[config.mk]
export PLATFORM = sky130hd
export DESIGN_NAME = quad_decoder
export DESIGN_NICKNAME = d
export VERILOG_FILES = /design/src/rtl/quad_decoder_pkg.sv /design/src/rtl/quad_sync_filter.sv /design/src/rtl/quad_decoder.sv
export SDC_FILE = /design/constraint.sdc
export NUM_CORES = 1
export LEC_CHECK = 0
export CORE_UTILIZATION = 40
export DETAILED_ROUTE_END_ITERATION = 10
export SYNTH_ARGS = -nofsm -noshare
export SYNTH_HDL_FRONTEND = slang
export SYNTH_SLANG_ARGS = --single-unit
[constraint.sdc]
create_clock -name clk -period 2.7 [get_ports clk]
set_input_delay 0.675 -clock clk [delete_from_list [all_inputs] [get_ports clk]]
set_output_delay 0.675 -clock clk [all_outputs]
set_load 0.02 [all_outputs]
[src/rtl/quad_decoder_pkg.sv]
// quad_pkg: shared FSM state, phase encodings and forward-order helper for the quadrature decoder.
package quad_pkg;

    typedef enum logic {INIT, TRACK} state_t;

    localparam logic [1:0] PH_00 = 2'b00;
    localparam logic [1:0] PH_01 = 2'b01;
    localparam logic [1:0] PH_11 = 2'b11;
    localparam logic [1:0] PH_10 = 2'b10;

    // Forward (up) order is 00 -> 01 -> 11 -> 10 -> 00, phase vector is {A,B}
    function automatic logic [1:0] next_phase(input logic [1:0] phase);
        return phase == PH_00 ? PH_01 :
               phase == PH_01 ? PH_11 :
               phase == PH_11 ? PH_10 : PH_00;
    endfunction

endpackage

[src/rtl/quad_sync_filter.sv]
// quad_sync_filter: synchronizes the {A,B} pair and accepts a new phase only after
// FILTER_LEN consecutive identical samples; acc pulses the cycle after an accept.
module quad_sync_filter #(
    parameter int SYNC_STAGES = 2,
    parameter int FILTER_LEN  = 3
) (
    input  logic       clk,
    input  logic       rst_n,
    input  logic [1:0] raw,
    output logic [1:0] phase,
    output logic       acc
);
    localparam int CW = $clog2(FILTER_LEN + 1);

    logic [SYNC_STAGES-1:0][1:0] sync;
    logic [1:0]                  s, prev;
    logic [CW-1:0]               cnt, seen;
    logic                        load;

    // seen is the run length of the current sample, including this cycle
    always_comb begin
        s    = sync[SYNC_STAGES-1];
        seen = s == prev ? cnt + CW'(1) : CW'(1);
        load = s != phase && seen >= CW'(FILTER_LEN);
    end

    always_ff @(posedge clk or negedge rst_n) begin
        if (!rst_n) begin
            sync  <= '0;
            prev  <= 2'b00;
            cnt   <= '0;
            phase <= 2'b00;
            acc   <= 1'b0;
        end else begin
            sync <= {sync[SYNC_STAGES-2:0], raw};
            prev <= s;
            cnt  <= (s != phase && !load) ? seen : '0;
            if (load) phase <= s;
            acc  <= load;
        end
    end

endmodule

[src/rtl/quad_decoder.sv]
// quad_decoder: x4 quadrature decoder producing step/direction pulses, a wrapping
// position count and a sticky flag for illegal double-edge transitions.
module quad_decoder
    import quad_pkg::*;
#(
    parameter int WIDTH       = 8,
    parameter int SYNC_STAGES = 2,
    parameter int FILTER_LEN  = 3
) (
    input  logic             clk,
    input  logic             rst_n,
    input  logic             a_in,
    input  logic             b_in,
    input  logic             en,
    input  logic             clr,
    input  logic             err_clr,
    output logic             step,
    output logic             up_down,
    output logic [WIDTH-1:0] count,
    output logic             err
);
    logic [1:0] phase, last;
    logic       acc, fwd, bwd, track, move, bad;
    state_t     state;

    quad_sync_filter #(
        .SYNC_STAGES(SYNC_STAGES),
        .FILTER_LEN (FILTER_LEN)
    ) u_filt (
        .clk  (clk),
        .rst_n(rst_n),
        .raw  ({a_in, b_in}),
        .phase(phase),
        .acc  (acc)
    );

    // An accepted phase always differs from last, so neither neighbour means both bits flipped
    always_comb begin
        fwd   = phase == next_phase(last);
        bwd   = last == next_phase(phase);
        track = acc && state == TRACK;
        move  = track && en && (fwd || bwd);
        bad   = track && !fwd && !bwd;
    end

    always_ff @(posedge clk or negedge rst_n) begin
        if (!rst_n) begin
            state   <= INIT;
            last    <= PH_00;
            step    <= 1'b0;
            up_down <= 1'b1;
            count   <= '0;
            err     <= 1'b0;
        end else begin
            if (acc) begin
                state <= TRACK;
                last  <= phase;
            end
            step <= move;
            if (move) up_down <= fwd;
            count <= clr ? '0 : move ? (fwd ? count + WIDTH'(1) : count - WIDTH'(1)) : count;
            err   <= bad || (err && !err_clr);
        end
    end

endmodule

[After elaboration in Yosys (flattened, before gate mapping)]
Cells that the tools add are included.
Storage, ports and cells
  register bits: 25
  input bits: 7
  output and inout port bits: 11
  word-level logic and storage cells: 52
Operators by class
  add/sub/neg operators: 3
  $lt $le $gt $ge: 1
  equal/unequal tests: 8
  multiplexer cells: 11
  reductions and logical operators: 17
Operators by type and width (number)
  2-to-1 mux 8 bit: 3
  2-to-1 mux 2 bit: 8
  adder 8 x 1 -> 8 bit, second input constant: 1
  logical AND 1 bit: 8
  subtractor 8 x 1 -> 8 bit, second input constant: 1
  equality test 2 bit: 3
  equality test 2 x 1 -> 1 bit, second input constant: 2
  equality test 2 bit, second input constant: 2
  zero test 1 bit: 4
  zero test 2 bit: 2
  adder 2 x 1 -> 2 bit, second input constant: 1
  >= comparator 2 bit, second input constant: 1
  logical OR 1 bit: 2
  inequality test 2 bit: 1
  nonzero test 2 bit: 1

[Longest topological paths before layout]
  word-level depth: 9
  mapped depth: 9

[Cells and area by module]
A second synthesis with hierarchy kept.
Unflattened totals
  cells, all modules: 112
  area, all modules: 1246.2 um2
Modules (own cells, without submodules)
  quad_decoder: times used 1, cells each 89, area an instance 877.1 um2, sequential area each 351.6 um2
  quad_sync_filter: times used 1, cells each 23, area an instance 369.1 um2, sequential area each 275.3 um2

[Worst setup path before layout]
No wires, ideal clock.
  kind: reg2reg
  start point: reg u_filt.phase[0]
  end point: reg count[6]
  library setup time: 0.104 ns
  arrival time: 2.261 ns
  data required time: 2.596 ns
  slack: 0.335 ns
  stages on the path, launching flop included: 9
  buffers on the path: 0
  path through: dfrtp_1 > xnor2_1 > nand2b_2 > ha_1 > nor2b_1 > o31a_1 > o21a_1 > or4b_1 > o311ai_1
On the way
  longest elaborated chain between the ends: 8
  elaborated cells on any way between the ends: 14
  classes of those cells: 4 x eq/ne; 6 x mux; 4 x reduce/logical
Ends and longest elaborated chain
  start, declared: RTL line quad_sync_filter.sv:10  | output logic [1:0] phase,
  start signal, assigned: RTL line quad_sync_filter.sv:38  | if (load) phase <= s;
  equality test 2 bit: RTL line quad_decoder_pkg.sv:15  | phase == PH_11 ? PH_10 : PH_00;
  2-to-1 mux 2 bit: RTL line quad_decoder_pkg.sv:15
  2-to-1 mux 2 bit: RTL line quad_decoder_pkg.sv:14  | phase == PH_01 ? PH_11 :
  2-to-1 mux 2 bit: RTL line quad_decoder_pkg.sv:13  | return phase == PH_00 ? PH_01 :
  equality test 2 bit: RTL line quad_decoder.sv:40  | bwd = last == next_phase(phase);
  logical OR 1 bit: RTL line quad_decoder.sv:42  | move = track && en && (fwd || bwd);
  logical AND 1 bit: RTL line quad_decoder.sv:42
  nonzero test 2 bit (no source line)
  end signal, assigned: RTL line quad_decoder.sv:61  | count <= clr ? '0 : move ? (fwd ? count + WIDTH'(1) : count - WIDTH'(1)) : count;
  end, declared: RTL line quad_decoder.sv:19  | output logic [WIDTH-1:0] count,
Parallel ways exist; a longest one is shown, timed or not. The select of a mux whose other input is x is not followed.
A chain may end at the register's enable or synchronous reset.

[Final worst setup path]
  start point: reg u_filt.phase[1]
  end point: reg count[6]
The elaborated chain is that of the path after synthesis.

==> impl_metrics.tcl <==
set metrics [dict create \
    num_rows 19 \
    hold_viol 0 \
    power.share.switching_pct 33.1 \
    min_period_over_period_pct 96.6 \
    coreArea_sq_um 2850 \
    start_util_pct 43.3 \
    dp.cells 159 \
    cap_violations 0 \
    netlist-cell-type-count 34 \
    p_sw_uw 300 \
    syn_area_per_cell_sq_um 11.2 \
    min_path_type "reg2reg" \
    insertion_delay_ns 0.31 \
    worstPathCellList "xnor2_1 -> nand2b_4 -> ha_1 -> nor2b_1 -> o31a_1 -> o21a_1 -> or4b_1 -> o311ai_1" \
    internal_power_uw 605 \
    clk_pin_slew_ns 0.14 \
    cts_resized 0 \
    cts-root-buf "clkbuf_4" \
    synth_enable_flop_cells 0 \
    vdd_drop_max_mv 0.300 \
    post_dp_cell_area_sq_um 1460 \
    synth-seq-cells 25 \
    finalWeightedCongestion 0.781 \
    cellLeakagePower_uw 0.000663 \
    clock_power_share_pct 18.8 \
    worstPathRequired_ns 2.93 \
    htree_num_levels 1 \
    cts_tree "built" \
    hp-start "u_filt.sync[1]$_DFF_PN0_" \
    die_h_um 57.6 \
    async_flop_share_pct 100 \
    nets 147 \
    syn2layout_area_growth_pct 20.6 \
    fin_skew_ns 0.00504 \
    cts_buffers 3 \
    drv_slew 0 \
    routedWlPerCell_um 12.9 \
    seq_area_frac_synth_pct 50.7 \
    fin_cells 163 \
    slowest_delay_ns 0.50 \
    synth_commonest_cells "24 x dfrtp_1, 17 x nor2_1, 7 x xnor2_1" \
    synth.most_common_cell "dfrtp_1" \
    route.vias.total 847 \
    drt-initial-drc-count 32 \
    antenna_cells 0 \
    critPathSlowestCell "or4b_1" \
    fin_ws_ns 0.0922 \
    final_cell_area_sq_um 1490 \
    netlist_top_cells_area "dfrtp_1 49%, ha_1 6.1%, nor2_1 5.2%, xnor2_1 5.0%, mux2i_1 4.0%" \
    clkSinkCount 25 \
    dieArea_sq_um 3320 \
    hpwl_um 1600 \
    io_buffers 17 \
    ctsHoldBuffers 0 \
    place_ws_ns 0.130 \
    antenna_found_initial 0 \
    overflow 0 \
    setup.worst_path.start_class "flip-flop" \
    worst_pin_slew_ns 0.430 \
    chipWidth_um 57.6 \
    tns_ns 0 \
    viasPerCell 5.20 \
    synth.cell_area_sq_um 1240 \
    synthFlopType "dfrtp_1" \
    crit-reg2reg-launch "u_filt.phase[1]$_DFFE_PN0P_" \
    cp_data_arrival_time_ns 2.83 \
    timing.fmax_mhz 383 \
    yosysWarnings 0 \
    grt_pass1_wl_um 3780 \
    critPathCaptureType "flip-flop" \
    drt-total-wl_um 2100 \
    crit_start "u_filt.phase[1]$_DFFE_PN0P_" \
    num_io_pins 18 \
    drc 0 \
    worst-setup-path-type "reg2reg" \
    grt_max_degree 26 \
    p_seq_share_pct 49.8 \
    final_util_pct 52.3 \
    drt_pass1_iterations 3 \
    ant_nets 0 \
    synthCells 110 \
    synth_largest_area_cell "dfrtp_1" \
    rsz0062_at_grt "false" \
    grt_pass1_vias 862 \
    synth_nets 124 \
    power.density_nw_per_um2 606 \
    status "finished, final reports clean" \
    slew_headroom_pct 71.3 \
    pwr-share-comb_pct 31.4 \
    drive_above_1_share_pct 9.85 \
    final.min_clock_period_ns 2.61 \
    grt_util_all_layers_pct 14.9 \
    postCtsSetupBuffers 0 \
    clock_path_buffers 2 \
    setup_viol 0 \
    yosys.area.top_type_share_pct 48.6 \
    cp_max_fo 10 \
]
final timing paths:
kind / end / slack (ns) / cells past startpoint
max: count[6]$_DFFE_PN0P_ / 0.09 / 8
min: u_filt.s[1]$_DFF_PN0_ / 0.37 / 0
max reg2reg: count[6]$_DFFE_PN0P_ / 0.09 / 8
min reg2reg: u_filt.s[1]$_DFF_PN0_ / 0.37 / 0
max in group asynchronous: up_down$_DFFE_PN1P_ / 1.72 / 2
min in group asynchronous: count[6]$_DFFE_PN0P_ / 0.69 / 2
worst max-delay path: cells and delay by family, from the launching register on:
kind,cells,cell delay [ns]
simple gates,3,0.82
fa+ha+maj,1,0.36
flops,1,0.47
xor+xnor,1,0.33
compound gates,3,0.53
through the flow:
step / power (uW) / hold slack, ns
after floorplan: 667 / 0.331
after global placement: 726 / 0.334
after detailed placement: 736 / 0.342
after CTS: 912 / 0.376
after global routing: 974 / 0.383
final: 904 / 0.373
layer usage:
layer	global-route usage, %	routed length [um]	part of all wire, %	vias to the layer above
met1	20.0	1040	50	408
met3	2.49	74	3.5	2
li1	-	-	-	424
met4	5.92	18	0.86	0
met5	0	0	0	-
met2	23.9	960	46	13
cell usage in the layout (no fill, tap or decap), types with 3 or more instances in the layout:
cell type,Yosys,routed
buf_4,1,3
o21ai_1,3,3
ha_1,6,6
nor2b_1,3,3
mux2_1,3,3
mux2i_1,5,5
clkdlybuf4s50_1,0,17
nor2_1,17,17
xor2_1,4,4
clkbuf_4,0,3
dfrtp_1,24,24
inv_1,5,5
xnor2_1,7,7
a21oi_1,3,3
registers in the layout, summed over array words and instances (netlist names):
signal        flops
err               1
up_down           1
state             1
step              1
u_filt.phase      2
count             8
u_filt.cnt        2
u_filt.acc        1
last              2
u_filt.s          2
u_filt.prev       2
u_filt.sync       2
cell families (layout without fill, tap and decap cells):
group / after synthesis / count (layout) / synth area share (%)
AOI/OAI and AO/OA: 20 / 20 / 10.7
xor gates and xnor gates: 11 / 11 / 7.79
adders and majority gates: 7 / 7 / 7.69
buffers and inverters: 7 / 29 / 2.43
DFF: 25 / 25 / 50.7
muxes: 10 / 10 / 8.60
and+or+nand+nor: 30 / 30 / 12.0
layout make-up:
type	instances	area, sq um
tap	31	38.8
multi-input combinational	78	584
timing repair buffer	20	193
clock inverter	1	7.51
clock buffer	3	22.5
sequential	25	627
fill	270	1360
inverter	5	18.8
power groups by stage:
stage               clock, uW  combinational (uW)  sequential (uW)
floorplan                   0                 217              450
global placement            0                 271              455
detailed placement          0                 278              458
CTS                       181                 280              451
global route              191                 326              457
finish                    170                 284              450
Note: power is estimated with default switching activity, not from simulation.
